### config.mk
export PLATFORM = sky130hd
export DESIGN_NAME = spi_apb_master
export DESIGN_NICKNAME = d
export VERILOG_FILES = /design/src/rtl/spi_apb_master.sv
export SDC_FILE = /design/constraint.sdc
export NUM_CORES = 1
export LEC_CHECK = 0
export ABC_AREA = 0
export CAP_MARGIN = 20
export CORE_ASPECT_RATIO = 1.4
export CORE_MARGIN = 2
export CORE_UTILIZATION = 40
export DETAILED_ROUTE_END_ITERATION = 7
export GPL_ROUTABILITY_DRIVEN = 0
export PLACE_DENSITY = 0.82
export SLEW_MARGIN = 20
export SYNTH_ARGS = -nofsm -noshare
export SYNTH_HDL_FRONTEND = slang
export SYNTH_SLANG_ARGS = --single-unit
### constraint.sdc
create_clock -name clk -period 3.05 [get_ports clk]
set_input_delay 0.61 -clock clk [delete_from_list [all_inputs] [get_ports clk]]
set_output_delay 0.61 -clock clk [all_outputs]
set_load 0.02 [all_outputs]
### src/rtl/spi_apb_master.sv
// spi_apb_master: takes one decoded SPI command, runs a single APB transfer
// toward secure_fsm under an access-phase timeout, and returns read data and
// error status to the SPI response serialiser.
module spi_apb_master #(
    parameter int unsigned TIMEOUT = 64
) (
    input  logic        clk,
    input  logic        reset,
    // Command side
    input  logic        cmd_valid,
    output logic        cmd_ready,
    input  logic        cmd_write,
    input  logic [1:0]  cmd_sel,
    input  logic [1:0]  cmd_strb,
    input  logic [19:0] cmd_addr,
    input  logic [15:0] cmd_wdata,
    // APB requester toward secure_fsm
    output logic [1:0]  psel_s,
    output logic        penable_s,
    output logic        pwrite_s,
    output logic [1:0]  pstrb_s,
    output logic [19:0] paddr_s,
    output logic [15:0] pwdata_s,
    input  logic [15:0] prdata_s,
    input  logic        pready_s,
    input  logic        pslverr_s_rm,
    input  logic        pslverr_s_icn,
    // Response side
    output logic        rsp_valid,
    input  logic        rsp_ready,
    output logic [15:0] rsp_rdata,
    output logic [1:0]  rsp_err,
    output logic [7:0]  err_count
);

    // Wide enough to hold TIMEOUT-1 for any legal TIMEOUT (2..1024).
    localparam int unsigned CntW = (TIMEOUT > 2) ? $clog2(TIMEOUT) : 1;

    typedef enum logic [1:0] {
        StIdle,
        StSetup,
        StAccess,
        StResp
    } state_t;

    state_t          state;
    logic [CntW-1:0] cnt;
    logic [7:0]      err_count_sat;
    logic            sel_legal;
    logic            slv_err;

    // Saturating next value of the error counter and decoded helpers.
    always_comb begin
        err_count_sat = (err_count == 8'hFF) ? err_count : err_count + 8'd1;
        sel_legal     = (cmd_sel == 2'b01) || (cmd_sel == 2'b10);
        slv_err       = pslverr_s_rm | pslverr_s_icn;
    end

    // Transfer sequencer; every output is a register written here.
    always_ff @(posedge clk or posedge reset) begin
        if (reset) begin
            state     <= StIdle;
            cnt       <= '0;
            cmd_ready <= 1'b1;
            psel_s    <= 2'b00;
            penable_s <= 1'b0;
            pwrite_s  <= 1'b0;
            pstrb_s   <= 2'b00;
            paddr_s   <= 20'h0;
            pwdata_s  <= 16'h0;
            rsp_valid <= 1'b0;
            rsp_rdata <= 16'h0;
            rsp_err   <= 2'b00;
            err_count <= 8'h00;
        end else begin
            unique case (state)
                StIdle: begin
                    if (cmd_valid) begin
                        cmd_ready <= 1'b0;
                        if (sel_legal) begin
                            // The bus registers double as the command latch.
                            state    <= StSetup;
                            psel_s   <= cmd_sel;
                            pwrite_s <= cmd_write;
                            pstrb_s  <= cmd_strb;
                            paddr_s  <= cmd_addr;
                            pwdata_s <= cmd_wdata;
                        end else begin
                            state     <= StResp;
                            rsp_valid <= 1'b1;
                            rsp_err   <= 2'b10;
                            rsp_rdata <= 16'h0;
                            err_count <= err_count_sat;
                        end
                    end
                end
                StSetup: begin
                    state     <= StAccess;
                    penable_s <= 1'b1;
                    cnt       <= '0;
                end
                StAccess: begin
                    if (pready_s) begin
                        // Completion wins over a timeout landing on the same cycle.
                        state     <= StResp;
                        rsp_valid <= 1'b1;
                        rsp_err   <= {1'b0, slv_err};
                        rsp_rdata <= (!pwrite_s && !slv_err) ? prdata_s : 16'h0;
                        if (slv_err) begin
                            err_count <= err_count_sat;
                        end
                        psel_s    <= 2'b00;
                        penable_s <= 1'b0;
                        pwrite_s  <= 1'b0;
                        pstrb_s   <= 2'b00;
                        paddr_s   <= 20'h0;
                        pwdata_s  <= 16'h0;
                    end else if (cnt == CntW'(TIMEOUT - 1)) begin
                        state     <= StResp;
                        rsp_valid <= 1'b1;
                        rsp_err   <= 2'b10;
                        rsp_rdata <= 16'h0;
                        err_count <= err_count_sat;
                        psel_s    <= 2'b00;
                        penable_s <= 1'b0;
                        pwrite_s  <= 1'b0;
                        pstrb_s   <= 2'b00;
                        paddr_s   <= 20'h0;
                        pwdata_s  <= 16'h0;
                    end else begin
                        cnt <= cnt + 1'b1;
                    end
                end
                StResp: begin
                    if (rsp_ready) begin
                        state     <= StIdle;
                        rsp_valid <= 1'b0;
                        rsp_err   <= 2'b00;
                        cmd_ready <= 1'b1;
                    end
                end
                default: begin
                    state <= StIdle;
                end
            endcase
        end
    end

endmodule

==> results.md <==
Outcome:
- The run finished with clean final reports.

Min path:
- Along the worst hold path, the cell count comes to 2.
- The path class of the tightest hold or removal check is flop to flop.
- The launch point of the worst hold path is rsp_rdata[10]$_DFFE_PP0P_.
- The endpoint of the worst hold path is rsp_rdata[10]$_DFFE_PP0P_.

Worst setup path:
- The critical path is of the input pin to flop type.
- The register-to-register setup slack is 1.00 ns.
- In this run the worst path has a maximum fanout of 6.
- The worst path arrival time is 2.30 ns.
- The worst reg2reg path endpoint is rsp_err[1]$_DFFE_PP0P_.
- The worst register-to-register path begins at state[1]$_DFFE_PP0P_.
- The endpoint kind of the worst setup timing path is a flop.
- The critical path startpoint category is an input pin.
- The depth of the most critical reg-to-reg path is 6.
- STA puts the critical path data required time at 3.26 ns.

Cells and area:
- With fillers left out, the area of the finished cells amounts to ~0.0053 mm^2.
- Of the cells placed in the final design, the portion with a size suffix greater than 1 is 0.0679.
- The diode insertion count for antenna repair is 0.
- The end-of-flow core utilization is 0.616.
- The number of nets in the finished design is roughly 570.
- The layout overhead on the synthesized area is 49.3%.

Logic synthesis:
- After synthesis, the largest family of logic cells by area is simple AND/OR/NAND/NOR gates.
- The biggest area consumer among synthesized cells is sky130_fd_sc_hd__dfrtp_1.
- For this run, the number of Yosys warnings is 0.
- In this run the mean area of a mapped cell was about 9.6 um^2.
- The fraction of registers with async set or reset after synthesis is 1.00.
- Of the total synthesized cell area, the portion taken by XOR and XNOR cells is 0.0223.
- The synthesized cell area is around 0.0035 mm^2.
- Of the total synthesized cell area, the portion taken by AND, OR, NAND and NOR gates is 0.238.
- The cell with the most instances after synthesis is sky130_fd_sc_hd__nand2_1.
- By area the synthesized netlist is led by sky130_fd_sc_hd__dfrtp_1 (55%), sky130_fd_sc_hd__nand2_1 (9.3%), sky130_fd_sc_hd__nand2b_1 (7.3%).
- The cell count after synthesis is 366.
- Sorting the synthesized cells by how often they occur yields sky130_fd_sc_hd__nand2_1 (87), sky130_fd_sc_hd__dfrtp_1 (77), sky130_fd_sc_hd__o21ai_0 (44).
- Of the post-synthesis cell area, the dominant cell type holds 0.546.
- The number of enable-type register cells in the synthesized netlist is 0.
- The share of the Yosys chip area taken by registers is 0.553.
- The number of nets handed over by synthesis was 436.
- Of the total synthesized cell area, the portion taken by full adders, half adders and majority gates is 0.0213.
- Yosys mapped the design onto 38 distinct sky130hd cell types.
- The synthesized-area fraction occupied by ao, oa, aoi and oai cells was 0.114.
- After synthesis the netlist holds a flip-flop and latch count of between 70 and 80.
- The share of synthesized area spent on multiplexers is 0.0181.
- The most used flip-flop cell after synthesis is sky130_fd_sc_hd__dfrtp_1.

Timing:
- Between clock sinks in the finished design, the worst skew comes to between 0.006 and 0.007 ns.
- Setup repair after global routing left no endpoint under its margin.
- The final-report hold violation count is 0.
- At the pin with the least slew margin, the transition time is roughly 0.53 ns.
- The relative slew slack is 0.645.
- The max-slew violation count is 0.
- The final total negative setup slack is 0 ns.
- The maximum operating frequency is approximately 480 MHz.
- Hold is met by 0.470 ns.
- The part of the cycle the worst path needs is 0.684.
- Setup violations remaining at the end of the flow were counted as 0.
- The minimum clock period is 2.09 ns.

Power:
- The power per cell area is a little over 1000 mW/mm^2.
- The worst vdd rail ir drop is 0.589 mV.
- For this design the static power due to leakage is 0.00235 uW.
- The overall power of the completed layout is between 5000 and 6000 uW.

Clock tree:
- The number of setup buffers added after CTS is 0.
- The clock tree buffer depth is 2.
- The quantity of hold-fixing buffers added after cts is 0.
- TritonCTS built the clock tree.
- The post-CTS clock slew at the launch and capture registers of the worst setup and hold paths is 0.06 ns.
- Once the clock tree was built, the resizer swapped 0 gates to a different size.
- The clock tree root buffer cell is sky130_fd_sc_hd__clkbuf_16.
- Counting the buffers created by CTS gives 9.
- The clock latency on the worst-skew pair is 0.33 ns.
- In this run the number of H-tree levels came out at 3.
- The clock net in this run drives a total of 78 sinks.

Floorplan:
- The die covers approximately 0.0096 mm^2.
- In this run the vertical extent of the chip is approximately 120 um.
- The floorplan has 40 rows.
- 134 I/O pins were placed.
- The die width is 83.4 um.
- The starting density of the core is 0.412.
- The total area inside the core boundary comes to 0.00856 mm^2.

Detailed routing:
- Summed over all layers, the routed wires come to 9.25 mm.
- For this block, the initial DRC count from the detailed router was 155.
- The final routed DRC violation total is 0.
- The routed via count is 3093.
- Dividing the detail-routed wire length by the instance count gives around 15 um.
- The total iterations of the first detailed-routing run is 5.
- The post-detailed-route via-to-cell ratio is a little over 5.
- In this run the remaining antenna-violating nets after routing total 0.

Job:
- The number of maximum-capacitance violations is 0.

Place:
- The number of port buffers is 133.
- The detailed-placement wirelength estimate is 6.57 mm.
- Summing all placed instances gives a cell area of 0.00497 mm^2.

GRT:
- The first-pass GRT wire length is 15.3 mm.
- Across every metal layer, demand over resource in global routing totals 0.199.
- After global routing the overflow that remains totals 0.
- The pin count of the biggest net entering global routing is 83.
- The number of antenna violations at the first check in global routing was 0.
- The via count of the first global-routing pass is roughly 3.1k.
[through the flow]
| stage | setup WS (ns) | std cells |
|---|---|---|
| after floorplan | 0.447 | 366 |
| after global placement | 0.638 | 591 |
| after detailed placement | 0.616 | 591 |
| after CTS | 0.962 | 606 |
| after global routing | 0.769 | 606 |
| final | 0.963 | 606 |
[cell usage in the layout (no fill, tap or decap), types with 3 or more instances in the layout]
| cell type | instances |
|---|---|
| sky130_fd_sc_hd__dfrtp_1 | 77 |
| sky130_fd_sc_hd__mux2_2 | 3 |
| sky130_fd_sc_hd__clkdlybuf4s50_1 | 133 |
| sky130_fd_sc_hd__nand2_1 | 87 |
| sky130_fd_sc_hd__o21ai_0 | 44 |
| sky130_fd_sc_hd__o21ai_1 | 3 |
| sky130_fd_sc_hd__mux2i_1 | 3 |
| sky130_fd_sc_hd__ha_1 | 5 |
| sky130_fd_sc_hd__nand4_1 | 5 |
| sky130_fd_sc_hd__clkinv_2 | 4 |
| sky130_fd_sc_hd__nor2_1 | 6 |
| sky130_fd_sc_hd__a21oi_1 | 5 |
| sky130_fd_sc_hd__clkbuf_16 | 9 |
| sky130_fd_sc_hd__buf_4 | 5 |
| sky130_fd_sc_hd__inv_1 | 7 |
| sky130_fd_sc_hd__nand2b_1 | 41 |
| sky130_fd_sc_hd__xor2_1 | 7 |
| sky130_fd_sc_hd__nand3_1 | 25 |
| sky130_fd_sc_hd__nor3_1 | 3 |
[metal layers]
layer	global-route usage	vias to the layer above	wire length, um	share of wire
li1	-	1482	-	-
met1	0.229	1472	3640	0.39
met2	0.340	117	4750	0.51
met3	0.0481	22	552	0.060
met4	0.117	0	303	0.033
met5	0	-	0	0
[worst max path at each step]
stage,to,startpoint,slack [ns]
global placement,err_count[2]$_DFFE_PP0P_,cmd_sel[0],0.64
finish,rsp_err[1]$_DFFE_PP0P_,cmd_valid,0.96
global route,err_count[5]$_DFFE_PP0P_,cmd_sel[1],0.77
detailed placement,err_count[2]$_DFFE_PP0P_,cmd_sel[1],0.62
CTS,cmd_ready,cmd_ready$_DFFE_PP1P_,0.96
floorplan,cnt[0]$_DFFE_PP0P_,reset,0.45
[report_power, final]
part           switching (uW)  total, uW  internal, uW
logic                    1420       2540          1130
clock network             394       1100           707
registers                 249       1660          1410
total                    2060       5300          3240
[cell families (layout without fill, tap and decap cells)]
| logic type | after synthesis | count (layout) |
|---|---|---|
| and+or+nand+nor | 175 | 175 |
| DFF | 78 | 78 |
| AOI/OAI and AO/OA | 65 | 65 |
| buffers and inverters | 27 | 162 |
| xor gates and xnor gates | 9 | 9 |
| adders and majority gates | 6 | 6 |
| muxes | 6 | 6 |
[flip-flops by register name, summed over array words and instances, names as in the netlist]
signal / flops
psel_s: 2
cmd_ready: 1
err_count: 8
rsp_err: 2
paddr_s: 20
penable_s: 1
pwrite_s: 1
rsp_valid: 1
pwdata_s: 16
state: 2
pstrb_s: 2
rsp_rdata: 16
cnt: 6
[critical path: stages]
cell,delay [ns]
sky130_fd_sc_hd__clkdlybuf4s50_1,0.47
sky130_fd_sc_hd__inv_1,0.07
sky130_fd_sc_hd__a22oi_1,0.26
sky130_fd_sc_hd__a21boi_4,0.31
sky130_fd_sc_hd__o311a_2,0.24
sky130_fd_sc_hd__mux2_2,0.33
[area by class of cell]
cell class / instances / area (um^2)
clock inverters: 5 / 75.1
flip-flops and latches: 78 / 1950
repair buffers: 139 / 1390
well taps: 105 / 131
clock buffers: 10 / 229
fillers: 725 / 3290
multi-input cells: 261 / 1460
inverters: 8 / 31.3
Power figures use the tool's default switching activity.
